### config.mk
export PLATFORM = sky130hd
export DESIGN_NAME = scpu_run_ctrl
export DESIGN_NICKNAME = d
export VERILOG_FILES = /design/src/rtl/scpu_pkg.sv /design/src/rtl/scpu_halt_detect.sv /design/src/rtl/scpu_run_ctrl.sv
export SDC_FILE = /design/constraint.sdc
export NUM_CORES = 1
export LEC_CHECK = 0
export CAP_MARGIN = 15
export CORE_UTILIZATION = 46
export CTS_CLUSTER_DIAMETER = 120
export DETAILED_ROUTE_END_ITERATION = 10
export PLACE_DENSITY = 0.76
export SLEW_MARGIN = 5
export SYNTH_ARGS = -nofsm -noshare
export SYNTH_HDL_FRONTEND = slang
export SYNTH_HIERARCHICAL = 1
export SYNTH_SLANG_ARGS = --single-unit
### constraint.sdc
create_clock -name clk -period 2 [get_ports clk]
set_input_delay 0.2 -clock clk [delete_from_list [all_inputs] [get_ports clk]]
set_output_delay 0.2 -clock clk [all_outputs]
set_load 0.03 [all_outputs]
### src/rtl/scpu_pkg.sv
// Shared types and sizes for the sCPU program loader / run controller.
// Instruction memory geometry, cycle counter width and controller state encoding.
package scpu_pkg;

  localparam int unsigned IMEM_DEPTH = 16;
  localparam int unsigned IMEM_AW    = 4;
  localparam int unsigned INST_W     = 8;
  localparam int unsigned CYC_W      = 16;

  typedef enum logic [2:0] {
    StIdle,
    StLoad,
    StResetCore,
    StRun,
    StDone
  } state_e;

  // Width of the byte counter: must hold IMEM_DEPTH itself, not just IMEM_DEPTH-1.
  localparam int unsigned LCNT_W = IMEM_AW + 1;

endpackage

### src/rtl/scpu_halt_detect.sv
// Halt detector: flags a branch-to-self when the core pc repeats on consecutive run cycles.
// The first enabled cycle after clr never reports a halt, since pc_prev is not yet valid.
module scpu_halt_detect
  import scpu_pkg::*;
(
  input  logic               clk,
  input  logic               rst,
  input  logic               clr,
  input  logic               en,
  input  logic [IMEM_AW-1:0] core_pc,
  output logic               halt
);

  logic [IMEM_AW-1:0] pc_prev_q;
  logic               first_q;

  always_ff @(posedge clk) begin
    if (rst) begin
      pc_prev_q <= '0;
      first_q   <= 1'b1;
    end else if (clr) begin
      pc_prev_q <= '0;
      first_q   <= 1'b1;
    end else if (en) begin
      pc_prev_q <= core_pc;
      first_q   <= 1'b0;
    end
  end

  assign halt = en && !first_q && (core_pc == pc_prev_q);

endmodule

### src/rtl/scpu_run_ctrl.sv
// Program loader and run controller for the 8-bit sCPU core: streams bytes into imem while the
// core is held in reset, then runs the core until it halts or exhausts its cycle budget.
module scpu_run_ctrl
  import scpu_pkg::*;
#(
  parameter int unsigned MAX_CYCLES = 1000,
  parameter int unsigned RST_CYCLES = 2
) (
  input  logic               clk,
  input  logic               rst,
  input  logic               load_start,
  input  logic               load_valid,
  input  logic [INST_W-1:0]  load_data,
  input  logic               load_last,
  output logic               load_ready,
  input  logic               run_start,
  input  logic               abort,
  output logic               imem_we,
  output logic [IMEM_AW-1:0] imem_addr,
  output logic [INST_W-1:0]  imem_wdata,
  output logic               core_rst,
  input  logic [IMEM_AW-1:0] core_pc,
  input  logic               core_ok,
  output logic               busy,
  output logic               done,
  output logic               result_ok,
  output logic               timeout,
  output logic [CYC_W-1:0]   cycles,
  output logic [LCNT_W-1:0]  load_count
);

  localparam logic [CYC_W-1:0]  RstLast  = CYC_W'(RST_CYCLES - 1);
  localparam logic [CYC_W-1:0]  MaxLast  = CYC_W'(MAX_CYCLES - 1);
  localparam logic [LCNT_W-1:0] LastByte = LCNT_W'(IMEM_DEPTH - 1);

  state_e              state_q, state_d;
  logic [LCNT_W-1:0]   load_count_q, load_count_d;
  logic [CYC_W-1:0]    cycles_q, cycles_d;
  logic [CYC_W-1:0]    rst_cnt_q, rst_cnt_d;
  logic                result_ok_q, result_ok_d;
  logic                timeout_q, timeout_d;
  logic                imem_we_q, imem_we_d;
  logic [IMEM_AW-1:0]  imem_addr_q, imem_addr_d;
  logic [INST_W-1:0]   imem_wdata_q, imem_wdata_d;
  logic                hd_clr, hd_en, halt;
  logic                xfer;

  scpu_halt_detect u_halt_detect (
    .clk     (clk),
    .rst     (rst),
    .clr     (hd_clr),
    .en      (hd_en),
    .core_pc (core_pc),
    .halt    (halt)
  );

  // Ready depends only on state and abort so an aborting cycle can never complete a transfer.
  assign load_ready = (state_q == StLoad) && !abort;
  assign xfer       = load_valid && load_ready;

  always_comb begin
    state_d      = state_q;
    load_count_d = load_count_q;
    cycles_d     = cycles_q;
    rst_cnt_d    = rst_cnt_q;
    result_ok_d  = result_ok_q;
    timeout_d    = timeout_q;
    imem_we_d    = 1'b0;
    imem_addr_d  = imem_addr_q;
    imem_wdata_d = imem_wdata_q;
    hd_clr       = 1'b0;
    hd_en        = 1'b0;

    if (abort) begin
      state_d      = StIdle;
      load_count_d = '0;
      cycles_d     = '0;
      result_ok_d  = 1'b0;
      timeout_d    = 1'b0;
    end else begin
      unique case (state_q)
        StIdle: begin
          if (load_start) begin
            state_d      = StLoad;
            load_count_d = '0;
          end else if (run_start) begin
            state_d   = StResetCore;
            rst_cnt_d = '0;
          end
        end

        StLoad: begin
          if (xfer) begin
            imem_we_d    = 1'b1;
            imem_addr_d  = load_count_q[IMEM_AW-1:0];
            imem_wdata_d = load_data;
            load_count_d = load_count_q + LCNT_W'(1);
            if (load_last || (load_count_q == LastByte)) begin
              state_d = StIdle;
            end
          end
        end

        StResetCore: begin
          cycles_d    = '0;
          result_ok_d = 1'b0;
          timeout_d   = 1'b0;
          hd_clr      = 1'b1;
          if (rst_cnt_q == RstLast) begin
            state_d = StRun;
          end else begin
            rst_cnt_d = rst_cnt_q + CYC_W'(1);
          end
        end

        StRun: begin
          hd_en    = 1'b1;
          cycles_d = cycles_q + CYC_W'(1);
          // Halt wins over budget exhaustion detected in the same cycle.
          if (halt) begin
            result_ok_d = core_ok;
            state_d     = StDone;
          end else if (cycles_q == MaxLast) begin
            timeout_d   = 1'b1;
            result_ok_d = 1'b0;
            state_d     = StDone;
          end
        end

        StDone: begin
          if (run_start) begin
            state_d   = StResetCore;
            rst_cnt_d = '0;
          end
        end

        default: state_d = StIdle;
      endcase
    end
  end

  always_ff @(posedge clk) begin
    if (rst) begin
      state_q      <= StIdle;
      load_count_q <= '0;
      cycles_q     <= '0;
      rst_cnt_q    <= '0;
      result_ok_q  <= 1'b0;
      timeout_q    <= 1'b0;
      imem_we_q    <= 1'b0;
      imem_addr_q  <= '0;
      imem_wdata_q <= '0;
    end else begin
      state_q      <= state_d;
      load_count_q <= load_count_d;
      cycles_q     <= cycles_d;
      rst_cnt_q    <= rst_cnt_d;
      result_ok_q  <= result_ok_d;
      timeout_q    <= timeout_d;
      imem_we_q    <= imem_we_d;
      imem_addr_q  <= imem_addr_d;
      imem_wdata_q <= imem_wdata_d;
    end
  end

  assign imem_we    = imem_we_q;
  assign imem_addr  = imem_addr_q;
  assign imem_wdata = imem_wdata_q;
  assign core_rst   = (state_q != StRun);
  assign busy       = (state_q == StLoad) || (state_q == StResetCore) || (state_q == StRun);
  assign done       = (state_q == StDone);
  assign result_ok  = result_ok_q;
  assign timeout    = timeout_q;
  assign cycles     = cycles_q;
  assign load_count = load_count_q;

endmodule
; Word level (Yosys, flattened, before mapping)
; Index checks and enable logic that the tools add are counted.
; W data, S select, Z words.
[totals]
inputBits = 20
reg_bits = 60
elab_cells = 83
output_inout_bits = 40
[classes]
mux = 27
n_eq_ne = 18
n_addsub = 3
reduce_logical = 22
bitwise_logic = 2
[op_table]
columns = operator, n
row1 = $mux W16, 3
row2 = $pmux W16 S3, 1
row3 = $add A16 B1 Y16 const B, 2
row4 = $pmux W16 S2, 1
row5 = $mux W3, 7
row6 = $eq A16 B1 Y1 const B, 1
row7 = $eq A16 B10 Y1 const B, 1
row8 = $pmux W3 S5, 1
row9 = $ne A2 B2 Y1 const B, 7
row10 = $mux W5, 2
row11 = $pmux W5 S2, 1
row12 = $mux W1, 9
row13 = $reduce_and A3 Y1, 3
row14 = $reduce_and A4 Y1, 2
row15 = $eq A3 B2 Y1 const B, 2
row16 = $add A5 B1 Y5 const B, 1
row17 = $eq A5 B4 Y1 const B, 1
row18 = $eq A4 B4 Y1, 1
row19 = $logic_and A1 B1 Y1, 4
row20 = $pmux W1 S2, 2
row21 = $reduce_bool A2 Y1, 2
row22 = $reduce_or A2 Y1, 2
row23 = $eq A3 B1 Y1 const B, 1
row24 = $eq A3 B3 Y1 const B, 1
row25 = 10 further kinds, 14

; Logic depth before layout (Yosys ltp)
; Gate-level depths: netlist of the first run.
[logic_depth]
ltp_word = 7
depth_mapped = 11
depth_no_buf = 9

; Hierarchy
; The synthesis of the first run kept the hierarchy.
[modules_own_cells]
columns = mod, seq_area_each_um2, instances, area_per_inst_um2, cells_per_inst
row1 = scpu_run_ctrl, 1101.1, 1, 2657.5, 326
row2 = scpu_halt_detect, 100.1, 1, 236.5, 25

; Worst setup path after synthesis of the first run
; No wires, ideal clock.
[synth_path]
kind = register to register
start = reg state_q[0]
end = reg state_q[0]
setup_ns = 0.137
arrival_time_ns = 1.973
period_less_slack_ns = 2.110
stages_incl_launch_ff = 12
n_path_buf = 2
slack_ns = -0.110
required_ns = 1.863
cell_sequence = dfxtp_1 inv_2 nor3b_4 inv_2 buf_6 nor2_1 buf_2 o211ai_1 nor4b_2 nor3_1 nor2_1 a31oi_1
[synth_between]
elab_chain_len = 7
elab_cells_between_ends = 20
classes_between = eq/ne (8) / mux (6) / reduce/logical (6)
[synth_lines]
columns = element, line
row1 = from (decl), scpu_run_ctrl.sv:36  ; state_e state_q, state_d;
row2 = from (signal assigned), scpu_run_ctrl.sv:144  ; state_q <= StIdle;
row3 = from (signal assigned), scpu_run_ctrl.sv:154  ; state_q <= state_d;
row4 = $eq A3 B2 Y1 *, scpu_run_ctrl.sv:81  ; unique case (state_q)
row5 = $mux W1 *, scpu_run_ctrl.sv:81
row6 = $mux W1 *, scpu_run_ctrl.sv:74  ; if (abort) begin
row7 = named net hd_en, scpu_run_ctrl.sv:45  ; logic hd_clr, hd_en, halt;
row8 = $logic_and A1 B1 Y1 * (2 in a row), scpu_halt_detect.sv:30  ; assign halt = en && !first_q && (core_pc == pc_prev_q);
row9 = named net halt, scpu_run_ctrl.sv:45
row10 = $mux W3 or $ne A3 B3 Y1 (tied branches), -
row11 = $pmux W3 S5 or $reduce_and A4 Y1 (tied branches), -
; The timed path passes the listed nets; every way through them passes the cells marked *.
; A chain may end at the register's enable or synchronous reset.

; Worst setup path after layout of the first run
[layout_path]
start = reg state_q[0]
end = out load_ready
[layout_between]
elab_chain_len = 2
[layout_lines]
columns = element, line
row1 = $eq A3 B1 Y1, scpu_run_ctrl.sv:58  ; assign load_ready = (state_q == StLoad) && !abort;
row2 = $logic_and A1 B1 Y1, scpu_run_ctrl.sv:58
row3 = to (decl), scpu_run_ctrl.sv:15  ; output logic load_ready,
; No other way between the ends.

==> out/results.ini, run 1 <==
[die]
io_pins=60
start_util_pct=48.31
core-area_mm2=0.005991
die_area_mm2=0.006613
die_h_um=81.32
row_count=28
dieWidth_um=81.32

[sta]
min_period_ns=1.941
finalSetupTns_ns=0
maxSlewViolCount=0
fin_ws_ns=0.05890
fin_skew_ns=0.009651
slew_headroom_pct=73.94
finalSetupViolCount=0
finalHoldViolCount=0
hold_ws_ns=0.3990
period_share_pct=97.06
rsz0062_at_grt=yes
tightestPinTransition_ns=0.3895
fmax_mhz=515.2

[finish]
stdcell_area_mm2=0.003877
n_antenna_cell=0
layout-drive-gt1-share_pct=14.48
nets=455
seq_area_mm2=0.001206
syn_to_final_growth_pct=33.98
finalNonFillerCells=510
multiInputGateArea_mm2=0.001584
fillers=522

[yosys]
synth.distinct_cells=55
synth_nets=376
synth_edf_count=0
yosysWarnings=6
ys_seq_elements=60
syn_avg_cell_area_um2=8.245
synth_top_area_share_pct=41.50
netlist_top_cells_area=dfxtp_1 42%, nand2_1 6.1%, nor2_1 5.1%
synth_largest_area_cell=dfxtp_1
yosysSeqAreaShare_pct=41.50
synth_ff_type=dfxtp_1
synth_async_sr_flop_share_pct=0
netlist_instances=351
syn_area_mm2=0.002894

[cts]
clkLatencyLatePin_ns=0.34
numCtsBuffers=9
cts_tree=done
clk_path_buf_depth=2
clk_pin_slew_worst_paths_ns=0.07
cts_root_buffer=clkbuf_8
htree_num_levels=3
clock_sinks=60

[critical_path]
rrSetupSlack_ns=0.11
path_max_fanout=8
worstPathRequired_ns=1.80
cp.arrival_ns=1.74
critPathMaxStageDelay_ns=0.50
worstSetupPathType=reg2out
startpoint_type=register
rr_worst_depth=7
path_cells=or3b_2 > nor2_1 > clkdlybuf4s15_1
r2r_start=rst_cnt_q[1]
regToRegEndpoint=rst_cnt_q[15]
end_kind=output port
cp_slowest_cell=or3b_2

[pwr]
power_leakage_nw=1.447
p_switching_mw=0.5701
internal_power_mw=1.762
p_seq_share_pct=51.7
switching_share_pct=24.45
power_density_mw_per_mm2=601.4
pwr-share-comb_pct=7.7
peakVddDrop_mv=0.4891
p_clk_share_pct=40.6

[routing]
wire_per_inst_um=14.16
via_count=2827
finalWirelength_um=7224
antenna_left=0
first_pass_iters=5
drt_iter0_drc=126
drcViolationCount=0
avgViaCountPerCell=5.543

[place]
place_ws_ns=0.1046
dp_hpwl_um=5369
dp.cells=493
numPortBuffers=59
place.gp.congestion=0.8952
placed_cell_area_mm2=0.003691

[min_path]
holdCritPathClass=in2reg
holdPathEnd=imem_wdata[1]
worstHoldStart=load_data[1]
whs_path_depth=3

[global_route]
grt_max_degree=25
track_usage_pct=22.96
overflow=0
grt_pass1_wl_um=11710
first_global_vias=2646
antenna_found_initial=0

[status]
status=finished, final reports clean

[job]
cap_violations=0

[registers in the layout (all words and copies together) (netlist names)]
signal and count:
cycles 16, imem_addr 4, imem_wdata 8, imem_we 1, load_count 5, result_ok 1, rst_cnt_q 16, state_q 3
timeout 1, u_halt_detect/first_q 1, u_halt_detect/pc_prev_q 4
[critical path, delay by kind of cell (launching register included)]
kind | cells | cell delay, ns
DFF | 1 | 0.39
and+or+nand+nor | 2 | 0.61
buffers and inverters | 1 | 0.41
[final cells by class]
| class | instances | share of cell area, % |
|---|---|---|
| Tap cell | 75 | 2.420 |
| Inverter | 13 | 1.323 |
| Timing Repair Buffer | 83 | 19.91 |
| Clock inverter | 4 | 0.6454 |
| Multi-Input combinational cell | 263 | 40.85 |
| Sequential cell | 60 | 31.11 |
| Clock buffer | 12 | 3.743 |
[worst max path at each step]
stage,from,end,slack [ns],depth (start not counted)
6_report,state_q[0],load_ready,0.06,3
5_1_grt,state_q[0],state_q[1],-0.04,10
4_1_cts,state_q[0],load_ready,0.02,3
3_5_place_dp,abort,rst_cnt_q[15],0.10,5
3_3_place_gp,state_q[0],load_ready,0.13,3
2_1_floorplan,state_q[0],result_ok,-0.007,11
[metal layers]
metal  track usage (%)  vias up  routed length (um)
li1                  -     1417                   -
met4             6.964        0                  72
met3             6.629        7                 260
met1             27.02     1348                3148
met2             39.92       55                3742
met5                 0        -                   0
[kinds of logic after synthesis]
logic type / Yosys count / share of synthesized area, %
xor+xnor: 8 / 2.421
simple gates: 179 / 32.34
fa+ha+maj: 5 / 2.162
compound gates: 63 / 14.61
mux: 8 / 2.940
buf+inv: 28 / 4.021
flops: 60 / 41.50
[placed cells by master, fill, tap and decap left out, types with 3 or more instances in the layout]
| cell | netlist | routed |
|---|---|---|
| inv_1 | 11 | 11 |
| clkdlybuf4s50_1 | 0 | 56 |
| ha_1 | 5 | 5 |
| a211o_1 | 6 | 6 |
| a21oi_1 | 25 | 25 |
| or4_1 | 4 | 4 |
| xor2_1 | 7 | 7 |
| o31ai_1 | 4 | 4 |
| nand3_1 | 23 | 23 |
| nor2_1 | 39 | 38 |
| nand4_1 | 13 | 13 |
| buf_4 | 0 | 24 |
| nand2_1 | 47 | 47 |
| nor2b_1 | 3 | 3 |
| nor4_1 | 4 | 4 |
| mux2_2 | 4 | 4 |
| a31oi_1 | 4 | 4 |
| and3_1 | 7 | 7 |
| mux2i_1 | 4 | 4 |
| clkbuf_8 | 0 | 10 |
| nor3_1 | 13 | 12 |
| or2_2 | 6 | 6 |
| o21ai_0 | 6 | 6 |
| dfxtp_1 | 60 | 58 |
[power groups by stage]
stage	Combinational [mW]	Clock [mW]	Sequential (mW)
floorplan	0.0800	0	1.24
global placement	0.178	0	1.23
detailed placement	0.179	0	1.23
CTS	0.179	0.962	1.21
global route	0.194	1.01	1.21
finish	0.180	0.946	1.21
[cells in the mapped netlist (3+ instances only)]
cell	number
dfxtp_1	60
nand2_1	47
nor2_1	39
a21oi_1	25
nand3_1	23
nand4_1	13
nor3_1	13
clkbuf_1	11
inv_1	11
and3_1	7
xor2_1	7
a211o_1	6
o21ai_0	6
or2_2	6
ha_1	5
a31oi_1	4
mux2_2	4
mux2i_1	4
nor4_1	4
o31ai_1	4
or4_1	4
buf_2	3
nor2b_1	3
[what timing repair did]
item | in CTS | in global routing
hold endpoints to repair | 0 | 0
resized for setup | 2 | 5
endpoints found under the setup margin | 2 | 8
hold buffers | 0 | 0
buffers inserted | 0 | 1
pin swaps | 0 | 2
[stage by stage]
stage	power (mW)	util, %
after global placement	1.411	61.61
after floorplan	1.319	-
after CTS	2.348	64.41
after global routing	2.411	64.72
final	2.332	64.72
after detailed placement	1.413	61.61
Power figures use the tool's default switching activity.
==> run 2, diff against run 1 <==
- CORE_MARGIN: unset -> 3
- GPL_TIMING_DRIVEN: unset -> 0
==> out/results.ini, run 2 (same netlist as run 1, synthesis figures left out) <==
[status]
status=finished, final reports clean

[die]
start_util_pct=48.31
core-area_mm2=0.005991
die_h_um=85.32
die_area_mm2=0.007280
row_count=28
dieWidth_um=85.32
io_pins=60

[cts]
clock_sinks=60
numCtsBuffers=9
cts_tree=done
clk_path_buf_depth=2
cts_hold_buffers=0
clkLatencyLatePin_ns=0.34
cts_root_buffer=clkbuf_8
htree_num_levels=3
clk_pin_slew_worst_paths_ns=0.07

[place]
dp_hpwl_um=5284
placed_cell_area_mm2=0.003588
place.gp.congestion=0.8657
dp.cells=485
numPortBuffers=59

[routing]
via_count=2872
drt_iter0_drc=136
m1WireLength_um=3365
first_pass_iters=4
wl_met3_um=311
drcViolationCount=0
antenna_left=0
dr.max_layer_used=met4
avgViaCountPerCell=5.609
finalWirelength_um=7452
wl_met2_um=3612
wire_per_inst_um=14.55

[critical_path]
path_max_fanout=7
worstPathRequired_ns=2.21
end_kind=register
startpoint_type=register
cp.arrival_ns=2.19
worstSetupPathType=reg2reg

[sta]
slew_headroom_pct=56.25
fmax_mhz=505.0
min_period_ns=1.980
finalSetupTns_ns=0
rsz0062_at_grt=yes
maxSlewViolCount=0
finalSetupViolCount=0
fin_skew_ns=0.007783
tightestPinTransition_ns=0.6502
period_share_pct=99.00
finalHoldViolCount=0

[finish]
finalNonFillerCells=512
mostFrequentLayoutCells=57 x dfxtp_1, 56 x clkdlybuf4s50_1, 47 x nand2_1, 36 x nor2_1, 25 x a21oi_1
fillers=496
layout-drive-gt1-share_pct=14.65
layout_commonest_cell=dfxtp_1
final_util_pct=65.81
syn_to_final_growth_pct=36.23
n_antenna_cell=0
nets=458
stdcell_area_mm2=0.003943

[global_route]
grt_max_degree=11
track_usage_pct=20.74
antenna_found_initial=0
overflow=0
first_global_vias=2629
grt_pass1_wl_um=12160

[pwr]
power_leakage_nw=1.461
peakVddDrop_mv=0.3942
total_power_mw=2.429
power_density_mw_per_mm2=616.0

[job]
cap_violations=0

[min_path]
holdCritPathClass=in2reg

[run 2: path summary, 6_finish.rpt]
path | start | end | slack, ns | depth (start not counted)
setup / recovery | state_q[0] | state_q[1] | 0.02 | 12
hold / removal | load_data[3] | imem_wdata[3] | 0.41 | 3
setup reg to reg | state_q[0] | state_q[1] | 0.02 | 12
hold reg to reg | imem_wdata[4] | imem_wdata[4] | 0.45 | 2
[run 2: cell type report]
type,count,area (um^2),share of cell area [%]
repair buffers,73,700.7,17.77
inverters,13,51.30,1.301
multi-input cells,263,1630,41.35
well taps,75,93.84,2.380
plain buffers,13,68.82,1.745
clock buffers,14,182.7,4.633
flip-flops and latches,60,1210,30.69
clock inverters,1,5.005,0.1269
[run 2: metal layers]
layer | vias to the layer above | GRT usage [%]
li1 | 1429 | -
met1 | 1352 | 27.10
met2 | 77 | 32.56
met3 | 14 | 3.398
met4 | 0 | 11.37
met5 | - | 0
[run 2: power by group]
group          total, mW  internal, mW  switching [mW]  leakage [nW]
Clock               1.04         0.577           0.463        0.0986
Combinational      0.183        0.0795           0.103         0.877
Sequential          1.21          1.20         0.00676         0.485
Total               2.43          1.86           0.572          1.46
[run 2: critical path: stages, from the launching register on]
cell	delay, ns
dfxtp_4	0.38
inv_4	0.05
nor3b_4	0.23
inv_2	0.07
buf_8	0.13
nor2_2	0.06
buf_4	0.11
o211ai_1	0.11
nor4b_4	0.22
buf_4	0.18
nor3_2	0.06
a21oi_1	0.18
nor3_1	0.06
[run 2: timing repair]
item / in CTS / in global routing
pin swaps: 5 / 8
buffers inserted: 5 / 9
endpoints found under the setup margin: 22 / 29
resized for setup: 6 / 15
hold endpoints to repair: 0 / 0
[run 2: metrics by stage]
step | setup WS [ns] | hold slack [ns]
floorplan | -0.006981 | 0.2768
global placement | -0.2941 | 0.4422
detailed placement | -0.3143 | 0.4476
CTS | 0.003286 | 0.3937
global route | -0.1122 | 0.4170
finish | 0.01995 | 0.4076
